$ cat src/rtl/shape_classifier.sv
// -----------------------------------------------------------------------------
// shape_classifier
//   Colour/shape detector for an RGB332 camera stream. Per frame it counts red
//   and blue pixels (whole screen) and red/blue pixels on NUM_BANDS horizontal
//   sample rows. At frame end the counts are snapshotted, the dominant colour's
//   band profile is walked one band pair per cycle, and a 3-bit result is
//   published with a one-cycle valid pulse plus a multi-frame stability flag.
//
// Ports
//   CLK            pixel clock, rising edge
//   RESET_N        asynchronous active-low reset
//   PIXEL_IN       RGB332 pixel: R[7:5] G[4:2] B[1:0]
//   PIXEL_VALID    qualifies PIXEL_IN this cycle
//   VGA_PIXEL_X/Y  coordinates of PIXEL_IN
//   VGA_VSYNC_NEG  asynchronous frame sync, falling edge marks frame end
//   RESULT         0 none, 1/2/3 blue tri/dia/sq, 4/5/6 red tri/dia/sq
//   RESULT_VALID   one-cycle pulse when RESULT updates
//   RESULT_STABLE  last STABLE_FRAMES published results were identical
// -----------------------------------------------------------------------------
module shape_classifier #(
    parameter int SCREEN_WIDTH  = 176,
    parameter int SCREEN_HEIGHT = 144,
    parameter int NUM_BANDS     = 5,
    parameter int BAND_Y0       = 42,
    parameter int BAND_PITCH    = 15,
    parameter int BAND_X_MIN    = 48,
    parameter int BAND_X_MAX    = 128,
    parameter int COLOR_THRESH  = 17000,
    parameter int STABLE_FRAMES = 3,
    parameter int CNT_W         = 16
) (
    input  logic       CLK,
    input  logic       RESET_N,
    input  logic [7:0] PIXEL_IN,
    input  logic       PIXEL_VALID,
    input  logic [9:0] VGA_PIXEL_X,
    input  logic [9:0] VGA_PIXEL_Y,
    input  logic       VGA_VSYNC_NEG,
    output logic [2:0] RESULT,
    output logic       RESULT_VALID,
    output logic       RESULT_STABLE
);

    localparam logic [CNT_W-1:0] CNT_MAX  = '1;
    localparam logic [9:0]       X_LIM    = 10'(SCREEN_WIDTH);
    localparam logic [9:0]       Y_LIM    = 10'(SCREEN_HEIGHT);
    localparam logic [9:0]       COL_LO   = 10'(BAND_X_MIN);
    localparam logic [9:0]       COL_HI   = 10'(BAND_X_MAX);
    localparam logic [2:0]       LAST_IDX = 3'(NUM_BANDS - 2);
    localparam logic [3:0]       STABLE_N = 4'(STABLE_FRAMES);

    typedef enum logic [1:0] {ACCUM, CLASSIFY, PUBLISH} state_t;

    typedef logic [CNT_W-1:0] cnt_t;

    function automatic cnt_t sat_inc(input cnt_t v, input logic en);
        return (en && v != CNT_MAX) ? v + CNT_W'(1) : v;
    endfunction

    // ---------------- frame-sync synchroniser and edge detect ----------------
    logic vs_s1, vs_s2, vs_d;
    logic fe;

    always_ff @(posedge CLK or negedge RESET_N) begin
        if (!RESET_N) begin
            vs_s1 <= 1'b1;
            vs_s2 <= 1'b1;
            vs_d  <= 1'b1;
        end else begin
            // NOTE: sequential state uses non-blocking assignments so every flop samples pre-edge values.
            vs_s1 <= VGA_VSYNC_NEG;
            vs_s2 <= vs_s1;
            vs_d  <= vs_s2;
        end
    end

    assign fe = vs_d & ~vs_s2;

    // ---------------- pixel classification ----------------
    logic [1:0] r2, g2, b2;
    logic       is_red, is_blue, on_screen, in_cols;
    logic [NUM_BANDS-1:0] band_hit;

    assign r2        = PIXEL_IN[7:6];
    assign g2        = PIXEL_IN[4:3];
    assign b2        = PIXEL_IN[1:0];
    assign is_red    = (r2 > b2) && (r2 > g2);
    assign is_blue   = (b2 > r2) && (b2 > g2);
    assign on_screen = PIXEL_VALID && (VGA_PIXEL_X < X_LIM) && (VGA_PIXEL_Y < Y_LIM);
    assign in_cols   = (VGA_PIXEL_X >= COL_LO) && (VGA_PIXEL_X <= COL_HI);

    for (genvar k = 0; k < NUM_BANDS; k++) begin : g_band
        localparam logic [9:0] ROW = 10'(BAND_Y0 + k * BAND_PITCH);
        assign band_hit[k] = on_screen && in_cols && (VGA_PIXEL_Y == ROW);
    end

    // ---------------- live counters ----------------
    state_t state;
    logic   frame_clr;
    cnt_t   red_tot, blue_tot;
    cnt_t   red_band  [NUM_BANDS];
    cnt_t   blue_band [NUM_BANDS];

    // Snapshot and clear happen in the same cycle; the FE-cycle pixel lands in the new frame.
    assign frame_clr = (state == ACCUM) && fe;

    always_ff @(posedge CLK or negedge RESET_N) begin
        if (!RESET_N) begin
            red_tot  <= '0;
            blue_tot <= '0;
            // NOTE: these arrays are plain flops, not RAM, so clearing them in reset is legal and intended.
            for (int k = 0; k < NUM_BANDS; k++) begin
                red_band[k]  <= '0;
                blue_band[k] <= '0;
            end
        end else begin
            red_tot  <= sat_inc(frame_clr ? '0 : red_tot,  on_screen && is_red);
            blue_tot <= sat_inc(frame_clr ? '0 : blue_tot, on_screen && is_blue);
            for (int k = 0; k < NUM_BANDS; k++) begin
                red_band[k]  <= sat_inc(frame_clr ? '0 : red_band[k],  band_hit[k] && is_red);
                blue_band[k] <= sat_inc(frame_clr ? '0 : blue_band[k], band_hit[k] && is_blue);
            end
        end
    end

    // ---------------- sequential comparator datapath ----------------
    cnt_t       red_snap, blue_snap;
    cnt_t       red_band_snap  [NUM_BANDS];
    cnt_t       blue_band_snap [NUM_BANDS];
    logic [2:0] idx, idx_nx;
    logic       inc_acc, dia_acc, inc_now, dia_now, blue_dom, interior_ok;
    logic       blue_frame, red_frame;
    cnt_t       lo, hi, end0, endn;
    logic [1:0] shape;
    logic [2:0] res_new;
    logic [3:0] rep_cnt, rep_nx;

    always_comb begin
        // NOTE: every always_comb output gets a default first, so no path can infer a latch.
        idx_nx      = idx + 3'd1;
        blue_dom    = blue_snap > red_snap;
        lo          = blue_dom ? blue_band_snap[idx]    : red_band_snap[idx];
        hi          = blue_dom ? blue_band_snap[idx_nx] : red_band_snap[idx_nx];
        end0        = blue_dom ? blue_band_snap[0]      : red_band_snap[0];
        endn        = blue_dom ? blue_band_snap[NUM_BANDS-1] : red_band_snap[NUM_BANDS-1];
        // Band idx+1 is interior while it is not the last band.
        interior_ok = (idx_nx <= LAST_IDX) ? ((end0 < hi) && (endn < hi)) : 1'b1;
        inc_now     = inc_acc && (hi > lo);
        dia_now     = dia_acc && interior_ok;
        shape       = inc_now ? 2'd1 : (dia_now ? 2'd2 : 2'd3);
        blue_frame  = (blue_snap > red_snap) && (int'(blue_snap) > COLOR_THRESH);
        red_frame   = (red_snap > blue_snap) && (int'(red_snap) > COLOR_THRESH);
        res_new     = 3'd0;
        if (blue_frame)
            res_new = {1'b0, shape};
        else if (red_frame)
            res_new = {1'b0, shape} + 3'd3;
        if (res_new != RESULT)
            rep_nx = 4'd1;
        else if (rep_cnt >= STABLE_N)
            rep_nx = STABLE_N;
        else
            rep_nx = rep_cnt + 4'd1;
    end

    // ---------------- control FSM with registered outputs ----------------
    // Outputs are registered on the last CLASSIFY edge, so they are presented
    // during the PUBLISH cycle, NUM_BANDS cycles after the FE cycle.
    always_ff @(posedge CLK or negedge RESET_N) begin
        if (!RESET_N) begin
            state         <= ACCUM;
            idx           <= '0;
            inc_acc       <= 1'b1;
            dia_acc       <= 1'b1;
            red_snap      <= '0;
            blue_snap     <= '0;
            rep_cnt       <= '0;
            RESULT        <= 3'd0;
            RESULT_VALID  <= 1'b0;
            RESULT_STABLE <= 1'b0;
            for (int k = 0; k < NUM_BANDS; k++) begin
                red_band_snap[k]  <= '0;
                blue_band_snap[k] <= '0;
            end
        end else begin
            RESULT_VALID <= 1'b0;
            case (state)
                ACCUM: begin
                    if (fe) begin
                        red_snap       <= red_tot;
                        blue_snap      <= blue_tot;
                        red_band_snap  <= red_band;
                        blue_band_snap <= blue_band;
                        idx            <= '0;
                        inc_acc        <= 1'b1;
                        dia_acc        <= 1'b1;
                        state          <= CLASSIFY;
                    end
                end
                CLASSIFY: begin
                    inc_acc <= inc_now;
                    dia_acc <= dia_now;
                    idx     <= idx_nx;
                    if (idx == LAST_IDX) begin
                        RESULT        <= res_new;
                        RESULT_VALID  <= 1'b1;
                        rep_cnt       <= rep_nx;
                        RESULT_STABLE <= (rep_nx >= STABLE_N);
                        state         <= PUBLISH;
                    end
                end
                PUBLISH: state <= ACCUM;
                default: state <= ACCUM;
            endcase
        end
    end

endmodule

$ cat config.mk
export PLATFORM = sky130hd
export DESIGN_NAME = shape_classifier
export DESIGN_NICKNAME = d
export VERILOG_FILES = /design/src/rtl/shape_classifier.sv
export SDC_FILE = /design/constraint.sdc
export NUM_CORES = 1
export LEC_CHECK = 0
export BUFFER_PORTS_ARGS = -buffer_cell sky130_fd_sc_hd__buf_2
export CORE_MARGIN = 1.5
export CORE_UTILIZATION = 30
export DETAILED_ROUTE_END_ITERATION = 10
export GPL_TIMING_DRIVEN = 0
export PLACE_DENSITY_LB_ADDON = 0.08
export SYNTH_ARGS = -nofsm -noshare
export SYNTH_HDL_FRONTEND = slang
export SYNTH_SLANG_ARGS = --single-unit
$ cat constraint.sdc
create_clock -name CLK -period 6.8 [get_ports CLK]
set_clock_uncertainty 0.05 [all_clocks]
set_input_delay 1.36 -clock CLK [delete_from_list [all_inputs] [get_ports CLK]]
set_output_delay 1.36 -clock CLK [all_outputs]
set_load 0.02 [all_outputs]
# After elaboration in Yosys (flattened, before gate mapping)
# Cells that the tools add are included.
dict set report totals {
  register_bits 403
  in_bits 32
  wordCells 200
}
dict set report classes {
  n_eq_ne 22
  n_bitwise 4
  addsub 15
  n_reduce_logical 47
  mux 57
  n_lt_le_gt_ge 20
}
# cell count
set ops {}
lappend ops {{two-way mux 16 bit} 36}
lappend ops {{adder 16 x 1 -> 16 bit, second input constant} 12}
lappend ops {{binary-select mux 16 bit (select 3 bit)} 4}
lappend ops {{inequality test 16 bit, second input constant} 12}
lappend ops {{greater-than comparator 16 bit} 3}
lappend ops {{logical AND 1 bit} 41}
lappend ops {{greater-than comparator 16 x 15 -> 1 bit, second input constant} 2}
lappend ops {{< comparator 16 bit} 2}
lappend ops {{== test 10 x 7 -> 1 bit, second input constant} 3}
lappend ops {{== test 10 x 6 -> 1 bit, second input constant} 2}
lappend ops {{< comparator 10 x 8 -> 1 bit, second input constant} 2}
lappend ops {{>= comparator 10 x 6 -> 1 bit, second input constant} 1}
lappend ops {{less-or-equal comparator 10 x 8 -> 1 bit, second input constant} 1}
lappend ops {{two-way mux 3 bit} 3}
lappend ops {{>= comparator 4 x 2 -> 1 bit, second input constant} 2}
lappend ops {{>= comparator 4 bit, second input constant} 2}
lappend ops {{greater-than comparator 2 bit} 4}
lappend ops {{two-way mux 4 bit} 2}
lappend ops {{inverter 3 -> 4 bit} 2}
lappend ops {{AND reduction 2 bit} 4}
lappend ops {{two-way mux 2 bit} 3}
lappend ops {{case mux 3 bit (2 select lines)} 1}
lappend ops {{two-way mux 1 bit} 5}
lappend ops {{adder 4 x 1 -> 4 bit, second input constant} 1}
lappend ops {{13 further kinds} 15}

# Logic depth before layout (Yosys ltp)
dict set report depth {
  ltp_word 18
  ltp_mapped 26
}

# Worst setup path before layout
# No wires, ideal clock.
dict set report synth_path {
  kind {register -> register}
  start {reg red_snap[14]}
  end {reg rep_cnt[0]}
  slack_ns 1.452
  synth_period_minus_slack_ns 5.348
  required_time_ns 6.624
  path_stages_with_launch 25
  arrival_time_ns 5.172
  path_cell_list {dfrtp_1 > ha_1 > nand4_1 > nor4_1 > a21boi_1 > or4b_1 > buf_2 > buf_2 > buf_4 > buf_2 > buf_2 > mux2i_1 > mux2i_1 > a22oi_1 > ha_1 > a21oi_1 > o21ai_0 > a2111oi_0 > o211ai_1 > o21ai_0 > a31o_2 > and3_1 > a32o_1 > nand2_1 > o32a_1}
}
dict set report synth_via {
  elab_chain_cells 13
  elab_cells_between_ends 23
  cone_classes {add/sub (1); order compare (6); eq/ne (1); mux (10); reduce/logical (5)}
}
# item line
set synth_lines {}
lappend synth_lines {{start, declared} 127} ;# cnt_t red_snap, blue_snap;
lappend synth_lines {{start signal, assigned} 190} ;# red_snap <= red_tot;
lappend synth_lines {{greater-than comparator 16 bit} {141, 151}}
lappend synth_lines {{two-way mux 16 bit, on equally long branches} {144, 143, 145}}
lappend synth_lines {{< comparator 16 bit} 147} ;# interior_ok = (idx_nx <= LAST_IDX) ? ((end0 < hi) && (endn < hi)) : 1'b1;
lappend synth_lines {{logical AND 1 bit} 147}
lappend synth_lines {{two-way mux 1 bit} 147}
lappend synth_lines {{logical AND 1 bit} 149} ;# dia_now = dia_acc && interior_ok;
lappend synth_lines {{two-way mux 1 bit} 150} ;# shape = inc_now ? 2'd1 : (dia_now ? 2'd2 : 2'd3);
lappend synth_lines {{two-way mux 2 bit} 150}
lappend synth_lines {{adder 2 x 2 -> 3 bit} 157} ;# res_new = {1'b0, shape} + 3'd3;
lappend synth_lines {{two-way mux 3 bit} 156} ;# else if (red_frame)
lappend synth_lines {{two-way mux 3 bit (*)} 154} ;# if (blue_frame)
lappend synth_lines {{inequality test 3 bit (*)} 158} ;# if (res_new != RESULT)
lappend synth_lines {{two-way mux 4 bit (*)} 158}
lappend synth_lines {{end signal, assigned} 207} ;# rep_cnt <= rep_nx;
lappend synth_lines {{end, declared} 136} ;# logic [3:0] rep_cnt, rep_nx;
# Mark *: on every way between the ends. The rest lies on a longest branch, timed or not.
# A chain may end at the register's enable or synchronous reset.

# Worst setup path after layout
dict set report layout_path {
  start {reg red_snap[11]}
  end {reg rep_cnt[0]}
}
# The elaborated chain is that of the path after synthesis.

==> impl_metrics.tcl <==
set metrics [dict create \
    drt_iter0_drc 1425 \
    final_nets 2705 \
    rsz0062_at_grt "true" \
    layout.cells.non_filler 3596 \
    max_slew_margin_pct 18.8 \
    p_clk_share_pct 35.4 \
    path_class "reg -> reg" \
    tns_ps 0 \
    die_w_um 274 \
    finalInstanceArea_sq_mm 0.0255 \
    r2r_slack_ps 310 \
    ys_warn_count 0 \
    worstSkewPairLatency_ps 610 \
    pre_cts_ws_ps -814 \
    hold_buffers 0 \
    dr_total_vias 18300 \
    placedCellCount 3497 \
    outcome "finished, final reports clean" \
    worstHoldPathCells 0 \
    clock_path_buffers 3 \
    finalHoldViolations 0 \
    cts_num_sinks 403 \
    areaGrowthSynthToFinish_pct 15.6 \
    setup_slack_ps 305 \
    wirelength_mm 83.2 \
    seqPwrFrac_pct 33.2 \
    p_int_mw 4.74 \
    tightest_slew_ps 1220 \
    grt_use_total_pct 22.3 \
    p_sw_mw 2.85 \
    yosysSeqAreaShare_pct 45.8 \
    pwr_density_cell_mw_per_mm2 298 \
    rows 99 \
    ff_latch_area_sq_mm 0.0101 \
    drive_above_1_share_pct 9.41 \
    fmax_ghz 0.154 \
    slew_viol_final 0 \
    syn_nets 2609 \
    numCtsBuffers 52 \
    syn_avg_cell_area_sq_um 8.83 \
    setup_violations 0 \
    cts.clk_slew.worst_paths_ps 50 \
    synth-seq-cells 403 \
    gp_congestion 0.955 \
    start_kind "register" \
    ir_drop_v 0.000165 \
    die_height_um 274 \
    post-route-period-util_pct 95.5 \
    async_flop_share_pct 100 \
    synth_flop_cell "dfrtp_1" \
    multi_input_area_sq_mm 0.0113 \
    final_common_cell "nand2_1" \
    cp_max_fo 10 \
    cts_tree "built" \
    place_area_sq_mm 0.0236 \
    rr_worst_depth 23 \
    synth.distinct_cells 73 \
    via_per_inst 5.09 \
    crit_path_end_kind "register" \
    maxCapViolations 0 \
    comb_power_share_pct 31.3 \
    dr.pass1.iters 5 \
    power_mw 7.59 \
    min_from "vs_s1$_DFF_PN1_" \
    period_minus_slack_ps 6490 \
    cp.required_ps 7240 \
    drc 0 \
    r2r-start "red_snap[11]$_DFFE_PN0P_" \
    drtAntennaViolNets 0 \
    initial_utilization_pct 30.3 \
    synthesis.area_sq_mm 0.0220 \
    post-cts-setup-buffers 0 \
    hpwl_mm 63.3 \
    synth_edf_count 0 \
    avgRoutedWirePerCell_um 23.1 \
    cp_data_arrival_time_ps 6940 \
    swShare_pct 37.6 \
    root_buffer "clkbuf_16" \
    layout_common_cells "710 x nand2_1, 398 x dfrtp_1, 155 x nor2_1" \
    h-tree-depth 2 \
    grt_max_degree 116 \
    overflow 0 \
    portBuffers 34 \
    boundaryPins 37 \
    postSynthCellCount 2496 \
    whs_endpoint "vs_s2$_DFF_PN1_" \
    r2r_end "rep_cnt[0]$_DFFE_PN0P_" \
    fin_util_pct 35.0 \
    grt_pass1_vias 18300 \
    coreArea_sq_mm 0.0728 \
    die_area_sq_mm 0.0751 \
    antenna_found_initial 5 \
    power_leakage_nw 12.1 \
    fillers 7678 \
    grt_first_pass_wirelength_mm 123 \
    hp-class "reg -> reg" \
    fin_hold_ws_ps 310 \
]
## power groups by stage
stage          logic (mW)  clock network, mW  registers [mW]
2_1_floorplan        1.36                  0            2.54
3_3_place_gp         2.24                  0            2.56
3_5_place_dp         2.25                  0            2.56
4_1_cts              2.32               2.77            2.52
5_1_grt              2.54               2.87            2.53
6_report             2.38               2.69            2.52
## cell type report
type / count / share of cell area (%)
antenna: 2 / 0.0196
buffer: 126 / 2.20
clock buffer: 88 / 6.03
clock inverter: 9 / 0.422
inverter: 90 / 1.33
multi-input combinational: 1877 / 44.4
sequential: 403 / 39.6
tap: 959 / 4.71
timing repair buffer: 42 / 1.30
## cell usage after synthesis (27+ instances only)
master / number / area [sq um]
a22o_1: 27 / 236
xnor2_1: 58 / 508
clkbuf_1: 103 / 387
dfrtp_1: 398 / 9960
inv_1: 79 / 297
mux2_2: 47 / 529
o21ai_0: 104 / 521
nand2_1: 710 / 2670
nor2_1: 155 / 582
nand3_1: 59 / 295
and2_1: 32 / 200
nand4_1: 46 / 288
ha_1: 81 / 1010
mux2i_1: 84 / 841
or3_1: 40 / 250
xor2_1: 93 / 815
a21oi_1: 83 / 415
## state kept, by name (all words and copies together), names as in the netlist, 2 cells and up
register	flops
idx	3
RESULT	3
blue_band	80
blue_tot	16
red_tot	16
rep_cnt	4
blue_band_snap	80
blue_snap	16
red_band_snap	80
red_snap	16
red_band	80
state	2
## logic make-up (layout without fill, tap and decap cells)
kind of cell | count (synthesis) | count (layout) | synth area share (%)
multiplexers | 142 | 142 | 6.88
other | 0 | 2 | 0
buffers and inverters | 216 | 355 | 3.82
AND/OR/NAND/NOR | 1177 | 1177 | 23.7
XOR/XNOR | 151 | 151 | 6.00
flip-flops | 403 | 403 | 45.8
AO/OA/AOI/OAI | 326 | 326 | 9.23
adder cells (fa/ha/maj) | 81 | 81 | 4.60
## worst max-delay path, stage by stage (launching register included)
cell	delay, ps
dfrtp_1	410
ha_1	330
nand4_1	180
nor4_4	350
a21boi_1	230
or4b_1	170
clkbuf_4	250
buf_4	230
clkbuf_4	270
buf_6	220
buf_8	230
mux2i_2	420
mux2i_1	170
a22o_1	290
ha_1	300
nand4_1	290
a31oi_1	240
o21ai_0	180
or2_2	360
o32ai_1	320
o21ai_2	200
o2111ai_1	180
nand2_1	120
o32a_1	340
## how the worst max path moves through the flow
| stage | startpoint | endpoint | slack [ps] |
|---|---|---|---|
| final | red_snap[11]$_DFFE_PN0P_ | rep_cnt[0]$_DFFE_PN0P_ | 310 |
| after global routing | idx[2]$_DFFE_PN0P_ | rep_cnt[0]$_DFFE_PN0P_ | -3 |
| after CTS | red_snap[14]$_DFFE_PN0P_ | rep_cnt[0]$_DFFE_PN0P_ | -100 |
| after detailed placement | red_snap[14]$_DFFE_PN0P_ | rep_cnt[0]$_DFFE_PN0P_ | -810 |
| after global placement | RESET_N | blue_band[12]$_DFF_PN0_ | -4340 |
| after floorplan | red_snap[14]$_DFFE_PN0P_ | rep_cnt[0]$_DFFE_PN0P_ | 1450 |
## layer usage
layer	wire [um]	GRT usage (%)	up-vias
li1	-	-	8660
met1	39700	32.0	9127
met2	36100	33.8	403
met3	4260	3.42	109
met4	3080	8.49	0
met5	0	0	-
## what timing repair did
| item | in CTS | in global routing |
|---|---|---|
| resized for setup | 39 | 28 |
| setup endpoints to repair | 126 | 10 |
| pin swaps | 0 | 2 |
(Power assumes the default switching activity.)
